## config.mk

```make
export PLATFORM = sky130hd
export DESIGN_NAME = lcd_text_writer_flat
export DESIGN_NICKNAME = d
export VERILOG_FILES = /design/src/rtl/lcd_text_writer_if.sv /design/src/rtl/lcd_text_writer.sv /design/src/flat_wrapper.sv
export SDC_FILE = /design/constraint.sdc
export NUM_CORES = 1
export LEC_CHECK = 0
export CAP_MARGIN = 5
export CORE_AREA = 4 4 249 251
export DETAILED_ROUTE_END_ITERATION = 6
export DIE_AREA = 0 0 253 255
export PLACE_DENSITY_LB_ADDON = 0.25
export REMOVE_ABC_BUFFERS = 1
export SYNTH_ARGS = -nofsm -noshare
export SYNTH_HDL_FRONTEND = slang
export SYNTH_SLANG_ARGS = --single-unit
```

## constraint.sdc

```tcl
create_clock -name i_clk -period 3 [get_ports i_clk]
set_clock_uncertainty 0.05 [all_clocks]
set_input_delay 0.3 -clock i_clk [delete_from_list [all_inputs] [get_ports i_clk]]
set_output_delay 0.3 -clock i_clk [all_outputs]
set_load 0.01 [all_outputs]
```

## src/rtl/lcd_text_writer_if.sv

```systemverilog
// Handshake between the text writer and the character-LCD driver:
// one START pulse per character, acknowledged by the driver's BUSY.
interface lcd_text_writer_if;
  logic       lcd_start;
  logic       lcd_busy;
  logic [7:0] lcd_addr;
  logic [7:0] lcd_char;

  modport master (output lcd_start, output lcd_addr, output lcd_char, input lcd_busy);
  modport slave  (input lcd_start, input lcd_addr, input lcd_char, output lcd_busy);
endinterface

```

## src/rtl/lcd_text_writer.sv

```systemverilog
// 2x16 character frame buffer that streams changed cells to the LCD driver,
// one START/BUSY transaction per dirty cell, scanning cells round-robin.
module lcd_text_writer #(
  parameter logic [7:0] BLANK_CHAR  = 8'h20,
  parameter int         ACK_TIMEOUT = 16
) (
  input  logic                     i_clk,
  input  logic                     i_rst,
  input  logic                     i_wr_en,
  input  logic [4:0]               i_wr_addr,
  input  logic [7:0]               i_wr_data,
  input  logic                     i_refresh,
  lcd_text_writer_if.master        lcd,
  output logic                     o_idle
);

  localparam int              TW         = (ACK_TIMEOUT > 1) ? $clog2(ACK_TIMEOUT) : 1;
  localparam logic [TW-1:0]   TIMER_LAST = TW'(ACK_TIMEOUT - 1);

  typedef enum logic [1:0] {
    SCAN,
    ISSUE,
    WAIT_ACK,
    WAIT_DONE
  } state_t;

  state_t        r_state;
  logic [7:0]    r_cells [32];
  logic [31:0]   r_dirty;
  logic [4:0]    r_ptr;
  logic [TW-1:0] r_timer;
  logic          r_start;
  logic [7:0]    r_addr;
  logic [7:0]    r_char;
  logic          w_busy;

  // Cells 0-15 map to DDRAM 0x00-0x0F, cells 16-31 to 0x40-0x4F.
  function automatic logic [7:0] ddram_addr(input logic [4:0] idx);
    return {1'b0, idx[4], 2'b00, idx[3:0]};
  endfunction

  assign w_busy = lcd.lcd_busy;

  // NOTE: the buffer must read blank straight out of reset, so it is a reset flop array rather than a RAM.
  always_ff @(posedge i_clk or negedge i_rst) begin
    if (!i_rst) begin
      for (int i = 0; i < 32; i++) r_cells[i] <= BLANK_CHAR;
    end else if (i_wr_en) begin
      r_cells[i_wr_addr] <= i_wr_data;
    end
  end

  // NOTE: non-blocking throughout; the last assignment to a dirty bit in this block wins,
  // which is what gives host writes priority over the scan clearing that bit.
  always_ff @(posedge i_clk or negedge i_rst) begin
    if (!i_rst) begin
      r_state <= SCAN;
      r_dirty <= '1;
      r_ptr   <= '0;
      r_timer <= '0;
      r_start <= 1'b0;
      r_addr  <= '0;
      r_char  <= '0;
    end else begin
      r_start <= 1'b0;
      case (r_state)
        SCAN: begin
          if (!w_busy && r_dirty[r_ptr]) begin
            r_addr         <= ddram_addr(r_ptr);
            r_char         <= r_cells[r_ptr];
            r_dirty[r_ptr] <= 1'b0;
            r_start        <= 1'b1;
            r_state        <= ISSUE;
          end else begin
            r_ptr <= r_ptr + 5'd1;
          end
        end
        ISSUE: begin
          r_timer <= '0;
          r_state <= WAIT_ACK;
        end
        WAIT_ACK: begin
          if (w_busy) begin
            r_state <= WAIT_DONE;
          end else if (r_timer == TIMER_LAST) begin
            // Driver never answered: leave ptr here so the same cell is retried first.
            r_dirty[r_ptr] <= 1'b1;
            r_state        <= SCAN;
          end else begin
            r_timer <= r_timer + 1'b1;
          end
        end
        WAIT_DONE: begin
          if (!w_busy) begin
            r_ptr   <= r_ptr + 5'd1;
            r_state <= SCAN;
          end
        end
        default: r_state <= SCAN;
      endcase

      if (i_refresh) begin
        r_dirty <= '1;
      end else if (i_wr_en) begin
        r_dirty[i_wr_addr] <= 1'b1;
      end
    end
  end

  assign lcd.lcd_start = r_start;
  assign lcd.lcd_addr  = r_addr;
  assign lcd.lcd_char  = r_char;
  assign o_idle        = (r_state == SCAN) && (r_dirty == '0);

endmodule

```

## src/flat_wrapper.sv

```systemverilog
// flat-port wrapper written by rule: the top's interface ports become plain ports
module lcd_text_writer_flat 
#(
  parameter logic [7:0] BLANK_CHAR  = 8'h20,
  parameter int         ACK_TIMEOUT = 16
)
  (i_clk, i_rst, i_wr_en, i_wr_addr, i_wr_data, i_refresh, o_idle, lcd_lcd_start, lcd_lcd_addr, lcd_lcd_char, lcd_lcd_busy);
  lcd_text_writer_if lcd_i ();
  input  logic i_clk;
  input  logic i_rst;
  input  logic i_wr_en;
  input  logic [4:0] i_wr_addr;
  input  logic [7:0] i_wr_data;
  input  logic i_refresh;
  output logic o_idle;
  output wire logic [$bits(lcd_i.lcd_start)-1:0] lcd_lcd_start;
  output wire logic [$bits(lcd_i.lcd_addr)-1:0] lcd_lcd_addr;
  output wire logic [$bits(lcd_i.lcd_char)-1:0] lcd_lcd_char;
  input wire logic [$bits(lcd_i.lcd_busy)-1:0] lcd_lcd_busy;
  assign lcd_lcd_start = lcd_i.lcd_start;
  assign lcd_lcd_addr = lcd_i.lcd_addr;
  assign lcd_lcd_char = lcd_i.lcd_char;
  assign lcd_i.lcd_busy = lcd_lcd_busy;
  lcd_text_writer #(.BLANK_CHAR(BLANK_CHAR), .ACK_TIMEOUT(ACK_TIMEOUT)) u_core (.i_clk(i_clk), .i_rst(i_rst), .i_wr_en(i_wr_en), .i_wr_addr(i_wr_addr), .i_wr_data(i_wr_data), .i_refresh(i_refresh), .lcd(lcd_i), .o_idle(o_idle));
endmodule
```

**After elaboration in Yosys (flattened, before gate mapping)**

Cells that the tools add are included.
W data, S select, Z words.

- Bits in registers: 313
- Bits of input ports: 18
- Output and inout port bits: 18
- Logic and storage cells: 109

- Add/sub/neg operators: 2
- $lt $le $gt $ge: 7
- Equality and inequality tests: 10
- Multiplexer cells: 31
- Bitwise operators: 6
- Reductions and logical operators: 14

Operator list:

| cell | count |
|---|---|
| $bwmux W256 | 1 |
| $mux W32 | 5 |
| $or A32 B32 Y32 | 2 |
| $pmux W32 S2 | 1 |
| $bmux W8 S5 | 1 |
| $demux W8 S5 | 1 |
| $and A32 B32 Y32 | 1 |
| $logic_not A32 Y1 | 1 |
| $not A32 Y32 | 1 |
| $mux W8 | 3 |
| $ge A6 B6 Y1 const B | 2 |
| $lt A5 B6 Y1 const B | 2 |
| $not A5 Y6 | 2 |
| $demux W1 S5 | 2 |
| $ge A5 B1 Y1 const B | 2 |
| $mux W5 | 2 |
| $pmux W5 S2 | 1 |
| $reduce_and A3 Y1 | 3 |
| $mux W2 | 4 |
| $mux W4 | 2 |
| $ne A2 B2 Y1 const B | 4 |
| $pmux W2 S4 | 1 |
| $pmux W4 S2 | 1 |
| $lt A6 B1 Y1 const B | 1 |
| 14 further kinds | 24 |

**Logic depth before layout (Yosys ltp)**

Gate-level depths: netlist of the first run.

- Depth in word-level cells: 11
- Gate-level depth with buffers: 11
- Mapped depth without buffers: 6

**Least setup slack after synthesis of the first run**

Ideal clock, no wire load.

- Path type: register -> register
- From: register u_core.r_ptr[1]
- To: register u_core.r_dirty[13]
- Library setup time: 0.077 ns
- Arrival: 2.527 ns
- Required time: 2.873 ns
- Setup slack: 0.346 ns
- Cell stages (with the launch flop): 12
- Path through: dfrtp_1 -> buf_2 -> buf_2 -> buf_2 -> buf_1 -> inv_1 -> ha_1 -> clkbuf_1 -> and2_1 -> buf_1 -> a211o_1 -> a21o_1

- Longest elaborated chain between the ends: 11

RTL lines:

| element | RTL line | text |
|---|---|---|
| start, declared | lcd_text_writer.sv:30 | `logic [4:0] r_ptr;` |
| start signal, assigned | lcd_text_writer.sv:75 | `r_ptr <= r_ptr + 5'd1;` |
| start signal, assigned | lcd_text_writer.sv:95 | `r_ptr <= r_ptr + 5'd1;` |
| $lt A5 B6 Y1 (not written as such) / $ge A5 B1 Y1 (equally long branches) | lcd_text_writer.sv:71, lcd_text_writer.sv:87 |  |
| $logic_and A1 B1 Y1 (not written as such) | lcd_text_writer.sv:71, lcd_text_writer.sv:87 |  |
| $mux W1 (not written as such) | lcd_text_writer.sv:71, lcd_text_writer.sv:87 |  |
| $demux W1 S5 | n/a |  |
| $or A32 B32 Y32 (no source line) / $not A32 Y32 (equally long branches) | n/a |  |
| $mux W32 / $and A32 B32 Y32 (equally long branches) | n/a |  |
| $mux W32, on equally long branches | lcd_text_writer.sv:83, lcd_text_writer.sv:68 |  |
| $pmux W32 S2 * | lcd_text_writer.sv:66 | `case (r_state)` |
| $or A32 B32 Y32 (no source line) | n/a |  |
| $mux W32 * | lcd_text_writer.sv:104 | `end else if (i_wr_en) begin` |
| $mux W32 * | lcd_text_writer.sv:102 | `if (i_refresh) begin` |
| end signal, assigned by index | lcd_text_writer.sv:71 | `r_dirty[r_ptr] <= 1'b0;` |
| end signal, assigned | lcd_text_writer.sv:103 | `r_dirty <= '1;` |
| end signal, assigned by index | lcd_text_writer.sv:105 | `r_dirty[i_wr_addr] <= 1'b1;` |
| end, declared | lcd_text_writer.sv:29 | `logic [31:0] r_dirty;` |

Mark *: on every way between the ends. The rest lies on a longest branch, timed or not. The select of a mux whose other input is x is not followed.
A chain may end at the register's enable or synchronous reset.

**Worst setup path in the final report of the first run**

- From: register u_core.r_state[1]
- To: output port o_idle

- Longest elaborated chain between the ends: 2

RTL lines:

| element | RTL line | text |
|---|---|---|
| start, declared | lcd_text_writer.sv:27 | `state_t r_state;` |
| start signal, assigned | lcd_text_writer.sv:57 | `r_state <= SCAN;` |
| start signal, assigned | lcd_text_writer.sv:73 | `r_state <= ISSUE;` |
| start signal, assigned | lcd_text_writer.sv:80 | `r_state <= WAIT_ACK;` |
| $logic_not A2 Y1 | lcd_text_writer.sv:113 | `assign o_idle = (r_state == SCAN) && (r_dirty == '0);` |
| $logic_and A1 B1 Y1 | lcd_text_writer.sv:113 |  |
| end, declared | flat_wrapper.sv:15 | `output logic o_idle;` |

No other way between the ends.

==> impl_metrics.toml, run 1 <==
[run_status]
status = "complete, no violations"

[sta]
setup_slack_ns = 0.1425
rsz0062_at_grt = "false"
setup_violations = 0
finalCritPeriodShare_pct = 95.25
clock.fmax_mhz = 350.0
hold_viol = 0
worst_pin_slew_ns = 1.317
period_minus_slack_ns = 2.857
drv_slew = 0
slew-limit-headroom_pct = 11.50

[worst_setup_path]
crit_family = "buffers and inverters"
path_cells = "inv_1 > nand2_1 > nor4_4 > clkdlybuf4s50_1"
crit_type = "reg -> out"
path_buf_inv = 2
cp-start-kind = "flip-flop"
slowest_delay_ns = 0.61
path_max_fanout = 9
cp.required_ns = 2.65
cp-end-kind = "output port"
arrival_ns = 2.51
worst_path_max_delay_cell = "clkdlybuf4s50_1"

[clocking]
cts_buffers = 38
clk_pin_slew_worst_paths_ns = 0.06
clkSinkCount = 313
htreeDepth = 2
cts_buffer_depth = 3
clock-root-buffer = "clkbuf_16"
clk_latency_ns = 0.54
cts_tree = "done"
cts_setup_buffers = 0

[layout]
nets = 1141
fin_area_um2 = 17690
syn2layout_area_growth_pct = 19.33
antenna_cells = 0
drive_above_1_share_pct = 46.08
fillerInstances = 6017

[routing]
drtIter0Drc = 887
drc = 0
drt_pass1_iterations = 5
drtAntennaViolNets = 0
num_vias = 9449
avgRoutedWirePerCell_um = 22.75
viasPerCell = 4.896
finalWirelength_um = 43900

[power]
pwr-share-seq_pct = 37.5
p_per_area_nw_per_um2 = 869.8
p_sw_share_pct = 32.82
pwr-share-comb_pct = 32.2
vdd_drop_max_mv = 0.3860
internal_power_mw = 10.33
clkPwrFrac_pct = 30.3
leakage_nw = 7.305
p_sw_mw = 5.048

[synth]
synth_top_area_share_pct = 42.04
ys_seq_area_share_pct = 53.39
yosysMostFrequentCell = "mux2_2"
synth-edff-count = 0
yosys_warnings = 0
yosys.area.top_type = "dfrtp_1"
avgSynthCellArea_um2 = 13.99
async_flop_share_pct = 100.0
yosysUniqueCellTypes = 53
syn-cell-area_um2 = 14820
syn_inst = 1059
ys_ff_latch = 313
ys_top_cells_by_area = "dfrtp_1, mux2_2, dfstp_2"
ys.flop_type = "dfrtp_1"
synthTopCellsByCount = "mux2_2, dfrtp_1, mux4_2"

[floorplanning]
ioPinCount = 36
die_area_um2 = 64520
die_h_um = 255
num_rows = 90
initial_core_util_pct = 24.74
fp.dieW_um = 253
floorplan.core_area_um2 = 59910

[global_route]
grt_usage_pct = 13.70
grt-ovfl-total = 0
grt_pass1_vias = 9611
grt_start_max_net_pins = 95
antenna_found_initial = 0
grt_pass1_wl_um = 66550

[min_path]
hp-class = "in -> async"

[place]
port_buffers = 32
routabilityCongestion = 0.8633
dpl.hpwl_um = 28620
pre_cts_ws_ns = -0.1451
postPlaceCellArea_um2 = 16390

[run]
maxCapViolCount = 0
## kinds of logic (layout without fill, tap and decap cells)
logic type	count (synthesis)	after routing	synth area share, %
buffers and inverters	94	181	2.668
XOR/XNOR	3	3	0.1773
AND/OR/NAND/NOR	179	179	6.248
multiplexers	336	336	30.63
AO/OA/AOI/OAI	128	128	6.442
other	1	3	0.02530
adder cells (fa/ha/maj)	5	5	0.4221
flip-flops	313	313	53.39
## worst reg2reg max path, stage by stage, from the launching register on
cell	delay [ns]
dfrtp_4	0.63
mux4_2	0.57
a21o_1	0.20
nand3_1	0.15
a41o_1	0.46
inv_1	0.21
mux2_2	0.31
## flip-flops by register name, indices dropped and copies added (netlist names)
name and count:
u_core.r_cells 256, u_core.r_dirty 32, u_core.lcd.lcd_char 8, u_core.lcd.lcd_addr 5, u_core.r_ptr 5, u_core.r_timer 4, u_core.r_state 2, u_core.lcd.lcd_start 1
## area by class of cell
type | instances | area (um^2) | area share [%]
flip-flops and latches | 313 | 7920 | 44.78
clock inverters | 7 | 88.84 | 0.5023
repair buffers | 102 | 940.9 | 5.320
clock buffers | 63 | 1179 | 6.664
well taps | 782 | 978.4 | 5.532
inverters | 9 | 33.78 | 0.1910
multi-input cells | 654 | 6545 | 37.01
## power by group through the flow
stage	logic, mW	registers (mW)	clock network, mW
2_1_floorplan	2.88	5.91	0
3_3_place_gp	4.97	5.79	0
3_5_place_dp	5.01	5.82	0
4_1_cts	5.02	5.75	4.80
5_1_grt	5.33	5.86	4.96
6_report	4.96	5.76	4.66
## final timing paths
| path | end | start | depth (start not counted) | slack [ns] |
|---|---|---|---|---|
| min reg2reg | u_core.lcd.lcd_addr[6]$_DFFE_PN0P_ | u_core.lcd.lcd_addr[6]$_DFFE_PN0P_ | 2 | 0.43 |
| min | u_core.r_cells[75]$_DFFE_PN0P_ | i_rst | 2 | 0.37 |
| min in group i_clk | u_core.lcd.lcd_addr[6]$_DFFE_PN0P_ | u_core.lcd.lcd_addr[6]$_DFFE_PN0P_ | 2 | 0.43 |
| max | o_idle | u_core.r_state[1]$_DFFE_PN0P_ | 4 | 0.14 |
| max reg2reg | u_core.lcd.lcd_char[0]$_DFFE_PN0P_ | u_core.r_ptr[1]$_DFFE_PN0P_ | 6 | 0.31 |
| max in group asynchronous | u_core.r_cells[221]$_DFFE_PN1P_ | i_rst | 3 | 1.64 |
## routing by layer
metal / wire length (um) / track usage, % / vias to the layer above
li1: - / - / 4120
met1: 21600 / 20.57 / 5044
met2: 19050 / 20.14 / 221
met3: 2099 / 2.418 / 64
met4: 1147 / 4.224 / 0
met5: 0 / 0 / -
## placed cells by master, fill, tap and decap left out, drive strengths merged, types with 3 or more instances in the layout
master         count
nor4               9
nor3b              5
conb               3
nand3b             4
nand2             56
a211o             18
dfrtp            249
a21o              18
mux2i              8
nand4             27
nand3             16
nor2              33
a31oi              5
a221o              3
a22oi             19
a21oi              7
and3               3
nand2b             3
a211oi             6
clkbuf            63
o221ai             3
or2                3
mux4              68
mux2             260
ha                 5
xnor2              3
dfstp             64
clkinv             6
a221oi             9
nand4b             5
o21ai             26
inv                8
a22o               6
clkdlybuf4s50     31
buf               70
and2               6
## repair_timing
item | 4_1_cts | 5_1_grt
resized for setup | 1 | 1
pin swaps | 0 | 0
hold buffers | 1 | 0
hold endpoints to repair | 76 | 0
endpoints found under the setup margin | 1 | 1
## metrics by stage
stage                     total power, mW  hold slack [ns]  setup TNS (ns)  cells  utilization (%)
final                               15.38           0.3650               0   1930            29.52
after detailed placement            10.83           0.3774          -6.656   1859            27.36
after global placement              10.76           0.3693          -4.354   1859            27.36
after CTS                           15.58           0.3829               0   1930            29.51
after global routing                16.15           0.4344               0   1930            29.52
after floorplan                     8.784         -0.04559         -119.22    976                -
(Power assumes the default switching activity.)
==> run 2, diff against run 1 <==
Settings changed: CTS_CLUSTER_DIAMETER from default to 30, CTS_CLUSTER_SIZE from default to 28.
==> run 2 against run 1 <==
Clock power rose by 88%. Power rose by 27%. Hold slack got worse by 0.040 ns. Combinational power barely moved. Global-route usage rose by 0.32 points. First-iteration DRC count fell by 25%. Flip-flop and latch count did not move. Fmax barely moved. Die area did not move. Largest cell class unchanged.
==> impl_metrics.toml, run 2 (same netlist as run 1, synthesis figures left out) <==
[routing]
finalWirelength_um = 44820
drtAntennaViolNets = 0
num_vias = 9720
avgRoutedWirePerCell_um = 22.34
viasPerCell = 4.845
drc = 0
drtIter0Drc = 667
drt_pass1_iterations = 5

[power]
total_power_mw = 19.54
pwr-share-seq_pct = 29.6
clkPwrFrac_pct = 45.0
p_per_area_nw_per_um2 = 1016
internal_power_mw = 13.69
pwr-share-comb_pct = 25.5
p_sw_share_pct = 29.96
p_sw_mw = 5.854
leakage_nw = 8.044
vdd_drop_max_mv = 0.4098

[global_route]
grt-ovfl-total = 0
use_met1_pct = 20.22
grt_usage_pct = 14.02
busiest_layer = "met2"
grt_start_max_net_pins = 95
grt_pass1_wl_um = 67790
grt.met3_usage_pct = 3.811
gr-usage-met2_pct = 20.43
antenna_found_initial = 0
grt_pass1_vias = 10050

[sta]
clock.fmax_mhz = 350.0
finalCritPeriodShare_pct = 95.23
setup_slack_ns = 0.1431
rsz0062_at_grt = "false"
period_minus_slack_ns = 2.857
worst_pin_slew_ns = 1.339
slew-limit-headroom_pct = 10.04
drv_slew = 0
setup_violations = 0
hold_viol = 0

[clocking]
cts_tree = "done"
clock-root-buffer = "clkbuf_16"
clk_latency_ns = 0.60
cts_buffer_depth = 3
clk_pin_slew_worst_paths_ns = 0.05
clkSinkCount = 313
cts_buffers = 79
htreeDepth = 3
cts_setup_buffers = 0

[floorplanning]
ioPinCount = 36
fp.dieW_um = 253
die_area_um2 = 64520
floorplan.core_area_um2 = 59910
initial_core_util_pct = 24.74
num_rows = 90
die_h_um = 255

[worst_setup_path]
path_cells = "inv_1 > nand2_1 > nor4_4 > clkdlybuf4s50_1"
cp.required_ns = 2.65
arrival_ns = 2.51
path_max_fanout = 9
slowest_delay_ns = 0.61
r2r-start = "u_core.r_ptr[0]$_DFFE_PN0P_"
critPathLaunch = "u_core.r_state[1]$_DFFE_PN0P_"
worst_path_max_delay_cell = "clkdlybuf4s50_1"
rr_worst_depth = 7
rrSetupSlack_ns = 0.29
cp-start-kind = "flip-flop"
crit_type = "reg -> out"
cp-end-kind = "output port"
rr_endpoint = "u_core.lcd.lcd_char[4]$_DFFE_PN0P_"

[layout]
syn2layout_area_growth_pct = 29.71
regMostFlops = "u_core.r_cells"
drive_above_1_share_pct = 49.35
largest_reg_flops = 256
final_cell_mix = "mux2_2, dfrtp_1, clkbuf_16"
final_cells = 2006
nets = 1182
antenna_cells = 0
final_common_cell = "mux2_2"

[place]
port_buffers = 32
dpl.hpwl_um = 28620
routabilityCongestion = 0.8633
dp_cells = 1859
pre_cts_ws_ns = -0.1451

[run_status]
status = "complete, no violations"

[run]
maxCapViolCount = 0

[min_path]
hp-class = "in -> async"
[run 2: cell types whose count changed in the layout (fill, tap and decap cells not counted)]
cell,before,now
clkbuf_8,7,15
clkinvlp_4,0,5
clkinv_8,0,3
clkinv_4,0,3
clkinv_2,4,11
clkbuf_16,41,80
clkinv_16,0,1
bufinv_16,2,11
clkbuf_1,15,16
[run 2: power groups by stage]
stage	Sequential, mW	Clock, mW	Combinational [mW]
finish	5.78	8.78	4.98
global route	5.88	9.18	5.34
CTS	5.77	8.97	5.03
detailed placement	5.82	0	5.01
global placement	5.79	0	4.97
floorplan	5.91	0	2.88
[run 2: worst max-delay path by stage]
| stage | to | slack (ns) | cells past startpoint |
|---|---|---|---|
| finish | o_idle | 0.14 | 4 |
| global route | o_idle | 0.02 | 4 |
| CTS | o_idle | 0.06 | 4 |
| detailed placement | u_core.r_cells[236]$_DFFE_PN0P_ | -0.15 | 4 |
| global placement | u_core.r_cells[178]$_DFFE_PN0P_ | -0.09 | 4 |
| floorplan | u_core.lcd.lcd_char[0]$_DFFE_PN0P_ | -2.64 | 6 |
[run 2: layout make-up]
class	count	area, um^2
fill	5906	40680
sequential	313	7920
tap	782	978.4
clock inverter	35	536.8
multi-input combinational	654	6545
clock buffer	111	2268
timing repair buffer	102	940.9
inverter	9	33.78
[run 2: per-layer routing]
| metal | vias to the layer above | wire [um] |
|---|---|---|
| met1 | 5145 | 21530 |
| met4 | 0 | 1172 |
| met3 | 73 | 2499 |
| met5 | - | 0 |
| li1 | 4240 | - |
| met2 | 262 | 19620 |
[run 2: timing repair]
| item | 4_1_cts | 5_1_grt |
|---|---|---|
| hold buffers | 1 | 0 |
| endpoints found under the setup margin | 1 | 1 |
| resized for setup | 1 | 1 |
| endpoints found under the hold margin | 76 | 0 |
| pin swaps | 0 | 0 |
[run 2: stage by stage]
| stage | utilization (%) | setup TNS [ns] | instance area, um^2 | hold WS (ns) |
|---|---|---|---|---|
| after CTS | 32.07 | 0 | 19210 | 0.3334 |
| after floorplan | - | -119.22 | 14470 | -0.04559 |
| after detailed placement | 27.36 | -6.656 | 16390 | 0.3774 |
| after global placement | 27.36 | -4.354 | 16390 | 0.3693 |
| after global routing | 32.09 | 0 | 19220 | 0.3743 |
| final | 32.09 | 0 | 19220 | 0.3251 |
[run 2: worst max-delay path: cells and delay by family (launching register included)]
kind	cells	cell delay [ns]
and+or+nand+nor	2	0.70
DFF	1	0.46
buffers and inverters	2	0.78
